`src/rtl/even_odd_sorter.sv`:
```
// Splits an input stream into two FIFOs by parity (even / odd), each with its own valid/ready output.
// Optional macro EVEN_ODD_CNT_EN adds saturating 8-bit counters of accepted even and odd values.
module even_odd_sorter #(
    parameter int WIDTH = 4,
    parameter int DEPTH = 4
) (
    input  logic             clk,
    input  logic             rst_n,
    input  logic             in_valid,
    input  logic [WIDTH-1:0] in_number,
    output logic             in_ready,
    output logic             even_valid,
    output logic [WIDTH-1:0] even_number,
    input  logic             even_ready,
    output logic             odd_valid,
    output logic [WIDTH-1:0] odd_number,
    input  logic             odd_ready
`ifdef EVEN_ODD_CNT_EN
    ,
    output logic [7:0]       even_count,
    output logic [7:0]       odd_count
`endif
);

    localparam int AW = $clog2(DEPTH);
    localparam int PW = AW + 1;

    // Handshake: a transfer happens on a rising edge where valid && ready are both high.
    // Pointers carry an extra wrap bit, so full and empty need no separate occupancy counter.
    logic [PW-1:0]    even_wr_q, even_wr_d, even_rd_q, even_rd_d;
    logic [PW-1:0]    odd_wr_q, odd_wr_d, odd_rd_q, odd_rd_d;
    logic [WIDTH-1:0] even_mem_q [DEPTH];
    logic [WIDTH-1:0] even_mem_d [DEPTH];
    logic [WIDTH-1:0] odd_mem_q [DEPTH];
    logic [WIDTH-1:0] odd_mem_d [DEPTH];

    logic even_full, odd_full, even_empty, odd_empty;
    logic is_odd, push_even, push_odd, pop_even, pop_odd;

    assign even_empty = (even_wr_q == even_rd_q);
    assign odd_empty  = (odd_wr_q == odd_rd_q);
    assign even_full  = (even_wr_q[PW-1] != even_rd_q[PW-1]) &&
                        (even_wr_q[AW-1:0] == even_rd_q[AW-1:0]);
    assign odd_full   = (odd_wr_q[PW-1] != odd_rd_q[PW-1]) &&
                        (odd_wr_q[AW-1:0] == odd_rd_q[AW-1:0]);

    // Full is judged on start-of-cycle occupancy, so a same-cycle pop never lets a push through.
    assign is_odd    = in_number[0];
    assign in_ready  = is_odd ? !odd_full : !even_full;
    assign push_even = in_valid && in_ready && !is_odd;
    assign push_odd  = in_valid && in_ready && is_odd;

    assign even_valid  = !even_empty;
    assign odd_valid   = !odd_empty;
    assign even_number = even_mem_q[even_rd_q[AW-1:0]];
    assign odd_number  = odd_mem_q[odd_rd_q[AW-1:0]];
    assign pop_even    = even_valid && even_ready;
    assign pop_odd     = odd_valid && odd_ready;

    always_comb begin
        even_wr_d = even_wr_q;
        even_rd_d = even_rd_q;
        odd_wr_d  = odd_wr_q;
        odd_rd_d  = odd_rd_q;
        even_mem_d = even_mem_q;
        odd_mem_d  = odd_mem_q;
        if (push_even) begin
            even_mem_d[even_wr_q[AW-1:0]] = in_number;
            even_wr_d = even_wr_q + PW'(1);
        end
        if (push_odd) begin
            odd_mem_d[odd_wr_q[AW-1:0]] = in_number;
            odd_wr_d = odd_wr_q + PW'(1);
        end
        if (pop_even) even_rd_d = even_rd_q + PW'(1);
        if (pop_odd)  odd_rd_d  = odd_rd_q + PW'(1);
    end

`ifdef EVEN_ODD_CNT_EN
    logic [7:0] even_count_q, even_count_d, odd_count_q, odd_count_d;

    // Counters stick at 255 rather than wrapping.
    always_comb begin
        even_count_d = even_count_q;
        odd_count_d  = odd_count_q;
        if (push_even && even_count_q != 8'hFF) even_count_d = even_count_q + 8'd1;
        if (push_odd && odd_count_q != 8'hFF)   odd_count_d  = odd_count_q + 8'd1;
    end

    always_ff @(posedge clk) begin
        if (!rst_n) begin
            even_count_q <= '0;
            odd_count_q  <= '0;
        end else begin
            even_count_q <= even_count_d;
            odd_count_q  <= odd_count_d;
        end
    end

    assign even_count = even_count_q;
    assign odd_count  = odd_count_q;
`endif

    // Storage is deliberately left out of reset; only the pointers are cleared.
    always_ff @(posedge clk) begin
        if (!rst_n) begin
            even_wr_q <= '0;
            even_rd_q <= '0;
            odd_wr_q  <= '0;
            odd_rd_q  <= '0;
        end else begin
            even_wr_q  <= even_wr_d;
            even_rd_q  <= even_rd_d;
            odd_wr_q   <= odd_wr_d;
            odd_rd_q   <= odd_rd_d;
            even_mem_q <= even_mem_d;
            odd_mem_q  <= odd_mem_d;
        end
    end

endmodule

```
`config.mk`:
```
export PLATFORM = sky130hd
export DESIGN_NAME = even_odd_sorter
export DESIGN_NICKNAME = d
export VERILOG_FILES = /design/src/rtl/even_odd_sorter.sv
export SDC_FILE = /design/constraint.sdc
export NUM_CORES = 1
export LEC_CHECK = 0
export CORE_UTILIZATION = 41
export CTS_CLUSTER_SIZE = 16
export DETAILED_ROUTE_END_ITERATION = 12
export DONT_BUFFER_PORTS = 1
export PLACE_DENSITY = 0.63
export SLEW_MARGIN = 25
export SYNTH_ARGS = -nofsm -noshare
export SYNTH_HDL_FRONTEND = slang
export SYNTH_SLANG_ARGS = --single-unit
```
`constraint.sdc`:
```
create_clock -name clk -period 3.7 [get_ports clk]
set_input_delay 0.555 -clock clk [delete_from_list [all_inputs] [get_ports clk]]
set_output_delay 0.555 -clock clk [all_outputs]
set_load 0.01 [all_outputs]
```
==> results.toml, run 1 <==
[power_and_ir_drop]
clkPwrFrac_pct = 34.5
p_leak_nw = 0.820
internal-power_mw = 0.791
combPwrFrac_pct = 10.6
power_switching_share_pct = 23.3
peakVddDrop_mv = 0.164
p_sw_mw = 0.241
power.density_mw_per_mm2 = 444
power_frac_seq_pct = 54.9

[sta]
final.setup_skew_ns = 0.00383
worst_pin_slew_ns = 0.708
setup_tns_ns = 0
timing_hold_violations_final = 0
holdWs_ns = 0.359
finalCritPeriodShare_pct = 59.6
grt_setup_unrepaired = "false"
setup_viol = 0
timing.fmax_ghz = 0.454
period_minus_slack_ns = 2.20
max_slew_margin_pct = 52.4
slew_viol_final = 0

[global_route]
grt_pass1_vias = 1224
grt_max_degree = 24
overflow = 0
gr-usage-all-layers_pct = 15.2
grt_pass1_wl_um = 6010
antenna_found_initial = 0

[flow_run]
drv_cap = 0

[worst_setup_path]
cp.required_ns = 3.14
worstSetupStartpointType = "flip-flop"
crit_type = "flip-flop to output pin"
crit_path_end_kind = "output pin"
crit_arrival_ns = 1.65
cp_max_fo = 9

[floorplan]
initial_core_util_pct = 42.7
fp.dieW_um = 74.9
core_mm2 = 0.00511
die_h_um = 74.9
row_count = 26
pin_count = 20
dieArea_mm2 = 0.00561

[yosys]
synthAdderAreaFrac_pct = 5.74
synth_top_family_by_area = "multiplexers"
synth_top_area_share_pct = 44.1
ys_warn_count = 0
syn_inst = 156
ys_seq_area_share_pct = 55.1
syn-num-nets = 175
synth_compound_area_share_pct = 5.74
syn_area_mm2 = 0.00218
synth_async_sr_flop_share_pct = 0
yosysMostFrequentCell = "edfxtp_1"
synth_common_cells = "32 x edfxtp_1, 20 x nand2_1, 13 x inv_1"
synth_xor_area_share_pct = 6.20
syn_avg_cell_area_um2 = 14.0
synth_edf_count = 32
yosys-top-cells-area = "edfxtp_1 44%, dfxtp_1 11%, ha_1 5.7%"
yosysUniqueCellTypes = 26
ys_ff_latch = 44
synth_ff_type = "edfxtp_1"
synthSimpleGateAreaFrac_pct = 8.78
synth_top_area_cell = "edfxtp_1"
synthMuxAreaShare_pct = 13.5

[finish]
diodes = 0
fin_cells = 228
drive_gt1_share_pct = 11.4
area_growth_syn_to_layout_pct = 6.66
finalNetCount = 176
final_area_mm2 = 0.00232

[cts]
cts_root_buffer = "clkbuf_8"
htreeDepth = 2
ctsResizeCount = 0
cts_buffers = 5
clockBufferDepth = 2
path_clk_slew_ns = 0.08
cts_tree = "done"
holdBufCountCts = 0
clk_latency_ns = 0.29
cts_setup_buffers = 0
cts.sinks = 44

[detailed_routing]
ant_nets = 0
vias = 1189
dr.pass1.iters = 4
wire_per_inst_um = 16.4
drcViolationCount = 0
drtIter0Drc = 47
routed_wl_um = 3730
vias_per_cell = 5.21

[placed_design]
portBuffers = 0
dp_hpwl_um = 2720
placedCellCount = 220
gp_congestion = 0.802
postPlaceCellArea_mm2 = 0.00221

[run_status]
status = "finished, final reports clean"

[hold_path]
worstHoldPathType = "primary input to flip-flop"
[state kept, by name (all words and copies together) (netlist names)]
signal      flops
even_mem_q     16
odd_mem_q      16
even_rd_q       3
even_wr_q       3
odd_rd_q        3
odd_wr_q        3
[critical path, cell delays in order, from the launching register on]
cell and delay [ns]:
dfxtp_1 0.62, xor2_2 0.32, nor4_1 0.10, a41oi_1 0.32
[power groups by stage]
stage	combinational [mW]	sequential, mW	clock [mW]
floorplan	0.120	0.560	0
finish	0.109	0.567	0.356
detailed placement	0.109	0.579	0
CTS	0.110	0.567	0.370
global placement	0.105	0.576	0
global route	0.120	0.570	0.388
[area by class of cell]
cell class              instances  area (µm²)
clock inverters                 3        42.5
well taps                      70        87.6
multi-input cells              92         872
flip-flops and latches         44        1200
inverters                      14        52.6
clock buffers                   5        68.8
fillers                       477        2780
[per-layer routing]
layer  vias up  GRT usage [%]  wire length [µm]
li1        572              -                 -
met1       579           17.9              1600
met2        30           26.0              1840
met3         8           4.28               216
met4         0           6.92                76
met5         -              0                 0
[final timing paths]
path / slack (ns) / from / depth (start not counted) / end
min: 0.36 / in_number[3] / 0 / odd_mem_q[7]
max reg2reg: 1.60 / odd_rd_q[0] / 3 / odd_mem_q[2]
min reg2reg: 0.51 / even_wr_q[2] / 2 / even_wr_q[2]
max: 1.50 / even_rd_q[0] / 3 / in_ready
[cells in the final DEF (no fill, tap or decap)]
master and n:
o311ai_4 2, clkinv_4 1, bufinv_16 1, nor4_1 3, xor2_1 2, clkinv_1 2
mux4_2 4, mux2i_1 10, a211o_1 2, mux4_1 4, a41oi_1 3, nand2b_1 4
inv_1 13, o31a_2 1, nand3_1 3, edfxtp_1 32, dfxtp_1 12, nor3_1 10
a21oi_1 2, nand2_1 20, xor2_2 4, clkbuf_8 5, nand3b_1 1, xnor2_1 6
ha_1 10, o31a_1 1
[cells by family after synthesis]
| kind of cell | Yosys count |
|---|---|
| DFF | 44 |
| and+or+nand+nor | 41 |
| buffers and inverters | 20 |
| muxes | 18 |
| xor gates and xnor gates | 12 |
| AOI/OAI and AO/OA | 11 |
| adders and majority gates | 10 |
[through the flow]
step                      power [mW]  setup WS (ns)  util [%]
after floorplan                0.679           2.08         -
after global placement         0.682           1.71      43.3
after detailed placement       0.688           1.56      43.3
after CTS                       1.05           1.48      45.5
after global routing            1.08           1.39      45.5
final                           1.03           1.50      45.5
Power figures use the tool's default switching activity.
==> inputs of run 2 (changes only) <==
- PLACE_DENSITY: 0.63 -> 0.65
- clock period: 3.7 -> 2 ns (I/O delays scaled with it)
==> run 2 against run 1 <==
Net effect:
- clock power up 86%
- final cell count up 3.1%
- largest power group unchanged
- total power is 87% higher
- global-route usage decreased by 1.1 points
==> results.toml, run 2 (synthesized netlist as in run 1, its figures left out) <==
[sta]
period_minus_slack_ns = 1.87
slew_viol_final = 0
grt_setup_unrepaired = "false"
setup_viol = 0
timing_hold_violations_final = 0
finalCritPeriodShare_pct = 93.4
worst_pin_slew_ns = 0.659
final.setup_skew_ns = 0.0116
max_slew_margin_pct = 55.7
setup_tns_ns = 0
timing.fmax_ghz = 0.535

[cts]
clk_latency_ns = 0.29
ctsResizeCount = 0
cts.sinks = 44
cts_buffers = 5
holdBufCountCts = 0
path_clk_slew_ns = 0.08
cts_setup_buffers = 0
clockBufferDepth = 2
cts_tree = "done"
htreeDepth = 2
cts_root_buffer = "clkbuf_8"

[worst_setup_path]
crit_type = "flip-flop to output pin"
cp.required_ns = 1.70
cp_max_fo = 8
crit_arrival_ns = 1.57
regToRegSetupSlack_ns = 0.15
worstSetupStartpointType = "flip-flop"
crit_path_end_kind = "output pin"
worst-r2r-cell-count = 3

[floorplan]
pin_count = 20
dieArea_mm2 = 0.00561
row_count = 26
initial_core_util_pct = 42.7
core_mm2 = 0.00511
die_h_um = 74.9
fp.dieW_um = 74.9

[placed_design]
portBuffers = 0
dp_hpwl_um = 2630
gp_congestion = 0.831

[global_route]
gr-usage-all-layers_pct = 14.2
antenna_found_initial = 0
grt_max_degree = 24
grt_pass1_wl_um = 5790
grt_pass1_vias = 1179
overflow = 0

[detailed_routing]
dr.pass1.iters = 4
vias_per_cell = 5.13
drtIter0Drc = 84
ant_nets = 0
drcViolationCount = 0
wire_per_inst_um = 15.2
routed_wl_um = 3580
vias = 1205

[power_and_ir_drop]
power.density_mw_per_mm2 = 811
p_total_mw = 1.93
peakVddDrop_mv = 0.375
p_leak_nw = 0.856

[finish]
final_core_util_pct = 46.5
finalNetCount = 183
multi_input_area_um2 = 872
nFillCells = 462
drive_gt1_share_pct = 15.2
largestRegisters = "even_mem_q x16, odd_mem_q x16"
layout.cells.most_common = "edfxtp_1"
final_cell_mix = "32 x edfxtp_1, 20 x nand2_1, 13 x inv_1"
diodes = 0
area_growth_syn_to_layout_pct = 9.07
regArea_mm2 = 0.00120

[hold_path]
worstHoldPathType = "primary input to flip-flop"
hold_depth = 0

[run_status]
status = "finished, final reports clean"

[flow_run]
drv_cap = 0
run 2: critical path: stages (launching register included):
cell and delay (ns):
dfxtp_1 0.42, buf_4 0.22, mux4_1 0.64
run 2: layout make-up:
| cell class | count | share of cell area, % |
|---|---|---|
| clock buffer | 5 | 2.89 |
| clock inverter | 3 | 1.79 |
| inverter | 14 | 2.21 |
| multi-input combinational | 92 | 36.7 |
| sequential | 44 | 50.5 |
| tap | 70 | 3.68 |
| timing repair buffer | 7 | 2.21 |
run 2: layer usage:
metal	vias up	share of wire, %	track usage (%)
li1	583	-	-
met1	582	45	18.2
met2	34	47	22.7
met3	6	7.6	4.95
met4	0	0.98	3.98
met5	-	0	0
run 2: final timing paths:
kind,start,to
worst min register to register,odd_wr_q[2],odd_wr_q[2]
worst max register to register,even_wr_q[0],even_mem_q[2]
worst max-delay path,even_rd_q[0],even_number[3]
worst min-delay path,in_number[2],even_mem_q[10]
run 2: through the flow:
step	hold WS [ns]	std cells	instance area, µm²	setup slack, ns
after floorplan	0.399	156	2180	0.431
after global placement	0.400	227	2270	0.315
after detailed placement	0.399	227	2270	0.174
after CTS	0.0913	235	2380	0.129
after global routing	0.0824	235	2380	0.0229
final	0.0966	235	2380	0.132
run 2: power by group:
part	switching (mW)	internal [mW]	total, mW
registers	0.0205	0.999	1.02
logic	0.137	0.109	0.247
clock network	0.292	0.370	0.662
total	0.450	1.48	1.93
